<file path="src/rtl/run_length_encoder.sv">
// Turns line-timed 1-bit pixel streams into {Y, XStart, XEnd} run records.
// Records are queued in a first-word-fall-through FIFO with a valid/ready read side.
module run_length_encoder #(
  parameter int unsigned Wb = 11,
  parameter int unsigned Hb = 10,
  parameter int unsigned Fb = 4
) (
  input  logic                 clk,
  input  logic                 SRST,
  input  logic                 FrameStart,
  input  logic                 DataEn,
  input  logic                 PixelData,
  output logic                 RunValid,
  input  logic                 RunReady,
  output logic [Hb+2*Wb-1:0]   RunData,
  output logic                 LineDone,
  output logic                 Overflow
);

  localparam int unsigned RecW  = Hb + 2 * Wb;
  localparam int unsigned Depth = 2 ** Fb;
  localparam logic [0:0]  StIdle = 1'b0;
  localparam logic [0:0]  StOpen = 1'b1;
  localparam logic [Wb-1:0] XMax = '1;
  localparam logic [Wb-1:0] XOne = 1;
  localparam logic [Hb-1:0] YOne = 1;
  localparam logic [Fb-1:0] POne = 1;
  localparam logic [Fb:0]   COne = 1;

  logic [Wb-1:0]   x_q, x_d;
  logic [Hb-1:0]   y_q, y_d;
  logic [Wb-1:0]   xstart_q, xstart_d;
  logic [0:0]      state_q, state_d;
  logic            data_en_q;
  logic            line_done_q;
  logic            overflow_q, overflow_d;
  logic [RecW-1:0] mem_q [Depth];
  logic [Fb-1:0]   wr_ptr_q, rd_ptr_q;
  logic [Fb:0]     count_q, count_d;

  logic            fall;
  logic            push;
  logic            pop;
  logic            full;
  logic            do_write;
  logic            drop;
  logic [Wb-1:0]   xend;

  assign fall = data_en_q & ~DataEn;
  // X already points one past the last foreground pixel when a run closes.
  assign xend = x_q - XOne;

  always_comb begin
    x_d      = x_q;
    y_d      = y_q;
    xstart_d = xstart_q;
    state_d  = state_q;
    push     = 1'b0;
    if (FrameStart) begin
      x_d     = '0;
      y_d     = '0;
      state_d = StIdle;
    end else if (DataEn) begin
      if (x_q != XMax) x_d = x_q + XOne;
      if (state_q == StIdle && PixelData) begin
        state_d  = StOpen;
        xstart_d = x_q;
      end else if (state_q == StOpen && !PixelData) begin
        state_d = StIdle;
        push    = 1'b1;
      end
    end else if (fall) begin
      x_d = '0;
      y_d = y_q + YOne;
      if (state_q == StOpen) begin
        state_d = StIdle;
        push    = 1'b1;
      end
    end
  end

  assign RunValid = (count_q != '0);
  assign RunData  = RunValid ? mem_q[rd_ptr_q] : '0;
  assign pop      = RunValid & RunReady;
  assign full     = (count_q == Depth[Fb:0]);
  // A full FIFO still accepts a push when a pop frees a slot in the same cycle.
  assign do_write = push & (~full | pop);
  assign drop     = push & full & ~pop;

  always_comb begin
    count_d = count_q;
    if (do_write && !pop)      count_d = count_q + COne;
    else if (!do_write && pop) count_d = count_q - COne;
  end

  always_comb begin
    overflow_d = overflow_q;
    if (FrameStart)  overflow_d = 1'b0;
    else if (drop)   overflow_d = 1'b1;
  end

  always_ff @(posedge clk or posedge SRST) begin
    if (SRST) begin
      x_q         <= '0;
      y_q         <= '0;
      xstart_q    <= '0;
      state_q     <= StIdle;
      data_en_q   <= 1'b0;
      line_done_q <= 1'b0;
      overflow_q  <= 1'b0;
      wr_ptr_q    <= '0;
      rd_ptr_q    <= '0;
      count_q     <= '0;
    end else begin
      x_q         <= x_d;
      y_q         <= y_d;
      xstart_q    <= xstart_d;
      state_q     <= state_d;
      data_en_q   <= DataEn;
      line_done_q <= fall;
      overflow_q  <= overflow_d;
      count_q     <= count_d;
      if (do_write) wr_ptr_q <= wr_ptr_q + POne;
      if (pop)      rd_ptr_q <= rd_ptr_q + POne;
    end
  end

  always_ff @(posedge clk) begin
    if (do_write) mem_q[wr_ptr_q] <= {y_q, xstart_q, xend};
  end

  assign LineDone = line_done_q;
  assign Overflow = overflow_q;

endmodule

</file>
<file path="config.mk">
export PLATFORM = sky130hd
export DESIGN_NAME = run_length_encoder
export DESIGN_NICKNAME = d
export VERILOG_FILES = /design/src/rtl/run_length_encoder.sv
export SDC_FILE = /design/constraint.sdc
export NUM_CORES = 1
export LEC_CHECK = 0
export ABC_AREA = 1
export BUFFER_PORTS_ARGS = -buffer_cell sky130_fd_sc_hd__buf_2
export CORE_MARGIN = 8
export CORE_UTILIZATION = 50
export DETAILED_ROUTE_END_ITERATION = 6
export HOLD_SLACK_MARGIN = 0.15
export MAX_ROUTING_LAYER = met4
export PLACE_DENSITY = 0.77
export SLEW_MARGIN = 30
export SYNTH_ARGS = -nofsm -noshare
export SYNTH_HDL_FRONTEND = slang
export SYNTH_SLANG_ARGS = --single-unit
export TNS_END_PERCENT = 20
</file>
<file path="constraint.sdc">
create_clock -name clk -period 4.8 [get_ports clk]
set_clock_uncertainty 0.15 [all_clocks]
set_input_delay 0.96 -clock clk [delete_from_list [all_inputs] [get_ports clk]]
set_output_delay 0.96 -clock clk [all_outputs]
set_load 0.01 [all_outputs]
</file>
==> flow_metrics.py, run 1 <==
metrics = {
    "outcome": {
        "outcome": "completed",
    },
    "drt": {
        "drt_iter0_markers": 1990,
        "vias": 15680,
        "drc": 0,
        "ant_nets": 0,
        "viasPerCell": 5.782,
        "post_drt_wl_per_cell_um": 20.77,
        "wl_mm": 56.32,
        "first_pass_iters": 6,
    },
    "finish": {
        "layout_commonest_cell": "nand2_1",
        "nNetsFinal": 2083,
        "final_area_mm2": 0.02597,
        "ff_latch_area_mm2": 0.01661,
        "layout-drive-gt1-share": 0.1031,
        "fillCellCount": 3589,
        "final_cell_mix": "715 x nand2_1, 512 x edfxtp_1, 406 x nand3_1",
        "area_growth_pct": 10.99,
        "fin_util": 0.5603,
        "multi_input_area_mm2": 0.005951,
        "diodes": 0,
    },
    "worst_setup_path": {
        "reg2reg_from": "count_q[0]",
        "end_kind": "primary output",
        "worst_ep_arrival_time_ps": 3110,
        "startpoint": "rd_ptr_q[0]",
        "start_kind": "register",
        "crit_fanout": 87,
        "worstPathRequired_ps": 3690,
        "criticalPathCategory": "register to primary output",
    },
    "clock_network": {
        "htreeDepth": 2,
        "worstSkewPairLatency_ps": 590,
        "cts_root_buf": "clkbuf_16",
        "cts_hold_buffers": 0,
        "cts_resized": 0,
        "cts.sinks": 561,
        "cts.path.max_buffers": 3,
        "cts_setup_buffers": 0,
        "clk_pin_slew_ps": 60,
        "cts_buffers": 53,
        "cts_tree": "built",
    },
    "power": {
        "power.density_mw_per_mm2": 553.2,
        "leakagePower_nw": 9.738,
        "ir_worst_vdd_mv": 0.3589,
    },
    "yosys": {
        "syn-cell-area_mm2": 0.02340,
        "syn_area_per_cell_um2": 11.52,
        "yosys_register_bits": 561,
        "synth_nets": 2054,
        "syn_inst": 2032,
        "yosysSeqAreaShare": 0.7094,
        "yosys_warnings": 0,
        "ys_types": 42,
    },
    "sta": {
        "slew_headroom": 0.3152,
        "final-hold-violation-count": 0,
        "min_period_over_period": 0.8796,
        "fin_setup_tns_ps": 0,
        "finalWorstSetupSlack_ps": 578.1,
        "finalSetupViolCount": 0,
        "tightest_slew_ps": 1027,
        "fin_crit_ps": 4222,
        "grt_setup_unrepaired": "false",
        "fmax_ghz": 0.2369,
        "finalMaxSlewViolations": 0,
    },
    "floorplan": {
        "die-area_mm2": 0.05398,
        "num_rows": 79,
        "initial_core_util": 0.5048,
        "die_w_um": 232.3,
        "ios": 41,
        "chipHeight_um": 232.3,
        "coreArea_mm2": 0.04636,
    },
    "placed_design": {
        "hpwlAfterDp_mm": 30.55,
        "place_area_mm2": 0.02418,
        "preCtsSetupSlack_ps": 974.3,
        "port_buffers": 40,
        "gp_congestion": 0.8561,
    },
    "global_route": {
        "antenna_found_initial": 0,
        "grt_max_degree": 161,
        "grt_overflow": 0,
        "grt_pass1_vias": 15380,
        "grt_pass1_wl_mm": 86.42,
        "grtUsageTotal": 0.2124,
    },
    "flow_run": {
        "drv_cap": 0,
    },
    "worst_hold_path": {
        "min_path_type": "input port to async pin",
    },
}
==> cell type report <==
class | instances | area share
Multi-Input combinational cell | 1299 | 0.2291
Clock inverter | 30 | 0.01151
Tap cell | 607 | 0.02924
Timing Repair Buffer | 92 | 0.02534
Inverter | 54 | 0.008286
Clock buffer | 69 | 0.05699
Sequential cell | 561 | 0.6395
==> critical path, cell delays in order (launching register included) <==
cell,delay (ps)
dfrtp_4,510
inv_6,510
buf_12,380
nand2_1,120
nand3_1,100
nand3_1,100
nand2_1,120
nand2_1,70
a21oi_1,340
buf_2,200
==> per-stage QoR <==
step | hold WS [ps] | std cells | power [mW]
after detailed placement | 351.5 | 2613 | 10.19
after global routing | 368.9 | 2712 | 15.10
final | 318.1 | 2712 | 14.37
after global placement | 347.2 | 2611 | 10.05
after floorplan | 317.2 | 2032 | 8.964
after CTS | 343.0 | 2712 | 14.42
==> final timing paths <==
kind | end | slack [ps] | cells after the start
hold / removal | state_q | 320 | 2
setup reg to reg | count_q[4] | 1690 | 14
max in group asynchronous | rd_ptr_q[1] | 3670 | 2
setup / recovery | RunData[12] | 580 | 9
min in group clk | x_q[9] | 370 | 2
hold reg to reg | x_q[9] | 370 | 2
==> where the power goes <==
group	switching, mW	internal [mW]	leakage, nW
Clock	1.78	2.45	0.884
Sequential	0.0812	5.41	5.35
Combinational	3.25	1.40	3.50
Total	5.11	9.25	9.74
==> cells by family after synthesis <==
kind of cell,count (synthesis),share of synthesized area
compound gates,80,0.01807
fa+ha+maj,16,0.008876
mux,1,0.0004812
flops,561,0.7094
simple gates,1186,0.2153
xor+xnor,16,0.005988
buf+inv,172,0.04186
==> flip-flops by register name (all words and copies together), names as in the netlist, 4 cells and up <==
register	cells
count_q	5
x_q	11
mem_q	512
xstart_q	11
wr_ptr_q	4
rd_ptr_q	4
y_q	10
==> layer usage <==
| metal | up-vias | GRT usage | share of wire |
|---|---|---|---|
| li1 | 7119 | - | - |
| met1 | 7608 | 0.2730 | 0.40 |
| met2 | 813 | 0.3389 | 0.48 |
| met3 | 141 | 0.03701 | 0.091 |
| met4 | 0 | 0.07535 | 0.032 |
| met5 | - | - | 0 |
==> Yosys cell counts <==
cell	instances	area [µm²]
nand2_1	715	2684
edfxtp_1	512	15370
nand3_1	406	2032
buf_2	61	305.3
dfrtp_1	49	1226
inv_1	48	180.2
a21oi_1	43	215.2
nor2_1	29	108.9
o21ai_0	25	125.1
buf_6	21	236.5
nor3_1	20	100.1
buf_4	17	127.6
ha_1	15	187.7
xor2_1	11	96.34
clkbuf_1	10	37.54
nand4_1	7	43.79
buf_1	6	22.52
o21ai_1	5	25.02
xnor2_1	5	43.79
inv_2	3	11.26
nand2_2	3	18.77
a21o_1	1	7.510
a31oi_1	1	6.260
buf_12	1	20.02
buf_8	1	15.01
clkbuf_2	1	5.000
clkinv_1	1	3.750
fa_1	1	20.02
inv_4	1	6.260
inv_6	1	8.760
mux2_2	1	11.26
nand2_4	1	11.26
nand3_2	1	10.01
nand3b_1	1	7.510
nor2_2	1	6.260
nor3_2	1	10.01
o211ai_1	1	7.510
o21a_1	1	7.510
o221ai_1	1	8.760
o31ai_1	1	7.510
o31ai_2	1	12.51
or2_2	1	6.260
(Power assumes the default switching activity.)
==> inputs of run 2 (changes only) <==
==> constraint.sdc (replaced) <==
create_clock -name clk -period 4 [get_ports clk]
set_clock_uncertainty 0.15 [all_clocks]
set_input_delay 0.8 -clock clk [delete_from_list [all_inputs] [get_ports clk]]
set_output_delay 0.8 -clock clk [all_outputs]
set_load 0.01 [all_outputs]
==> run 2 against run 1 <==
Effect of this change: routed wire length increased by 0.78%; via count decreased by 0.27%; setup slack got worse by 230 ps; largest cell class unchanged; register-to-register slack got worse by 700 ps; core utilization increased by 0.35 points; flip-flop and latch count unchanged; non-clock buffer count increased by 10; clock-buffer cell count decreased by 3; design area increased by 0.63%.
==> flow_metrics.py, run 2 (synthesis results as in run 1) <==
metrics = {
    "outcome": {
        "outcome": "completed",
    },
    "clock_network": {
        "cts_root_buf": "clkbuf_16",
        "worstSkewPairLatency_ps": 610,
        "cts_resized": 0,
        "htreeDepth": 2,
        "cts.path.max_buffers": 3,
        "cts_hold_buffers": 1,
        "cts_buffers": 54,
        "cts_tree": "built",
        "clk_pin_slew_ps": 60,
        "cts_setup_buffers": 0,
        "cts.sinks": 561,
    },
    "worst_setup_path": {
        "crit_fanout": 64,
        "start_kind": "register",
        "critical_path.most_common_cell": "nand2_1",
        "worst-path-buf-inv": 4,
        "worst_ep_arrival_time_ps": 2710,
        "criticalPathCategory": "register to primary output",
        "reg2reg_to": "count_q[4]",
        "slowest_stage": "dfrtp_4",
        "crit_family": "buffers and inverters",
        "end_kind": "primary output",
        "regToRegSetupSlack_ps": 990,
        "worstPathRequired_ps": 3050,
        "crit_chain": "inv_6 > buf_12 > buf_4 > nand2_1 > nand3_1 > nand3_1 > nand2_1 > nand2_1 > a21oi_1 > buf_2",
        "reg2reg_from": "count_q[0]",
        "slowest_delay_ps": 540,
        "r2r_cells": 15,
    },
    "power": {
        "pwr-share-seq": 0.377,
        "power_frac_comb": 0.324,
        "power.density_mw_per_mm2": 669.1,
        "p_sw_mw": 6.163,
        "clockPowerShare": 0.299,
        "intPower_mw": 11.33,
        "leakagePower_nw": 9.799,
        "swShare": 0.3524,
        "ir_worst_vdd_mv": 0.5719,
    },
    "sta": {
        "tightest_slew_ps": 822.9,
        "finalSetupViolCount": 0,
        "min_period_over_period": 0.9141,
        "grt_setup_unrepaired": "false",
        "fmax_ghz": 0.2735,
        "finalMaxSlewViolations": 0,
        "final-hold-violation-count": 0,
        "finalWorstSetupSlack_ps": 343.5,
        "hold_ws_ps": 220.6,
        "slew_headroom": 0.4509,
        "fin_crit_ps": 3656,
    },
    "drt": {
        "viasPerCell": 5.743,
        "drc": 0,
        "first_pass_iters": 6,
        "ant_nets": 0,
        "drt_iter0_markers": 2008,
        "wl_mm": 56.76,
        "vias": 15640,
        "post_drt_wl_per_cell_um": 20.84,
    },
    "finish": {
        "area_growth_pct": 11.69,
        "largest_reg_flops": 512,
        "layout_commonest_cell": "nand2_1",
        "final_cell_mix": "715 x nand2_1, 512 x edfxtp_1, 406 x nand3_1",
        "regMostFlops": "mem_q",
        "nNetsFinal": 2094,
        "fin_util": 0.5638,
        "layout-drive-gt1-share": 0.1055,
        "largest_registers": "mem_q: 512 flops, x_q: 11 flops, xstart_q: 11 flops",
    },
    "floorplan": {
        "num_rows": 79,
        "die_w_um": 232.3,
        "initial_core_util": 0.5048,
        "coreArea_mm2": 0.04636,
        "chipHeight_um": 232.3,
        "ios": 41,
        "die-area_mm2": 0.05398,
    },
    "placed_design": {
        "port_buffers": 40,
        "hpwlAfterDp_mm": 30.00,
        "preCtsSetupSlack_ps": 778.2,
        "gp_congestion": 0.8461,
    },
    "global_route": {
        "grt_util_met1": 0.2599,
        "antenna_found_initial": 2,
        "grt_pass1_vias": 15450,
        "grt_overflow": 0,
        "met3_usage": 0.04043,
        "grt_pass1_wl_mm": 86.35,
        "met2_usage": 0.3463,
        "busiest_layer": "met2",
        "grtUsageTotal": 0.2135,
        "grt_max_degree": 139,
    },
    "worst_hold_path": {
        "hold_depth": 1,
        "min_path_type": "input port to register",
        "holdCritStartpoint": "DataEn",
        "holdPathEnd": "data_en_q",
    },
    "flow_run": {
        "drv_cap": 0,
    },
}
-- run 2: cell count changes in the layout (fill, tap and decap cells not counted), sizes merged --
cell,before,now
diode,0,2
clkbuf,69,66
clkinv,25,19
inv,54,55
buf,92,101
dlygate4sd3,0,1
clkinvlp,0,3
bufinv,5,9
-- run 2: routing by layer --
metal / part of all wire / routed length [µm] / vias to the layer above
met2: 0.48 / 27280 / 786
met3: 0.094 / 5350 / 174
met1: 0.38 / 21710 / 7550
met5: 0 / 0 / -
met4: 0.042 / 2412 / 0
li1: - / - / 7128
-- run 2: layout make-up --
type / count / area [µm²]
timing repair buffer: 102 / 780.7
sequential: 561 / 16610
clock buffer: 66 / 1406
inverter: 54 / 215.2
clock inverter: 32 / 416.7
multi-input combinational: 1299 / 5943
antenna: 2 / 5.005
fill: 3552 / 20220
tap: 607 / 759.5
-- run 2: power by group through the flow --
stage,Sequential (mW),Clock [mW],Combinational (mW)
floorplan,6.66,0,4.10
finish,6.59,5.23,5.67
detailed placement,6.71,0,5.62
global placement,6.70,0,5.46
global route,6.60,5.50,6.28
CTS,6.59,5.27,5.65
-- run 2: worst register-to-register path, stage by stage, from the launching register on --
cell and delay (ps):
dfrtp_1 400, inv_1 120, nand3_1 160, nor2_4 420
inv_1 170, nand2_1 220, ha_1 270, inv_1 130
ha_1 310, inv_1 40, o21ai_0 220, a21oi_1 100
nand2_1 70, nand2_1 50, nand2_1 50, nand2_1 40
-- run 2: worst max-delay path by stage --
stage / start / end / slack [ps] / depth (start not counted)
floorplan: DataEn / mem_q[0][0] / -290 / 6
global placement: FrameStart / count_q[4] / 830 / 18
finish: rd_ptr_q[0] / RunData[23] / 340 / 10
detailed placement: FrameStart / count_q[4] / 780 / 18
CTS: rd_ptr_q[0] / RunData[23] / 340 / 10
global route: rd_ptr_q[0] / RunData[22] / 130 / 8
-- run 2: per-stage QoR --
step | instance area, µm² | power [mW] | cells | setup TNS, ps
2_1_floorplan | 23400 | 10.76 | 2032 | -147180
3_3_place_gp | 24260 | 12.16 | 2622 | 0
3_5_place_dp | 24290 | 12.33 | 2622 | 0
4_1_cts | 26130 | 17.51 | 2721 | 0
5_1_grt | 26140 | 18.38 | 2723 | 0
6_report | 26140 | 17.49 | 2723 | 0
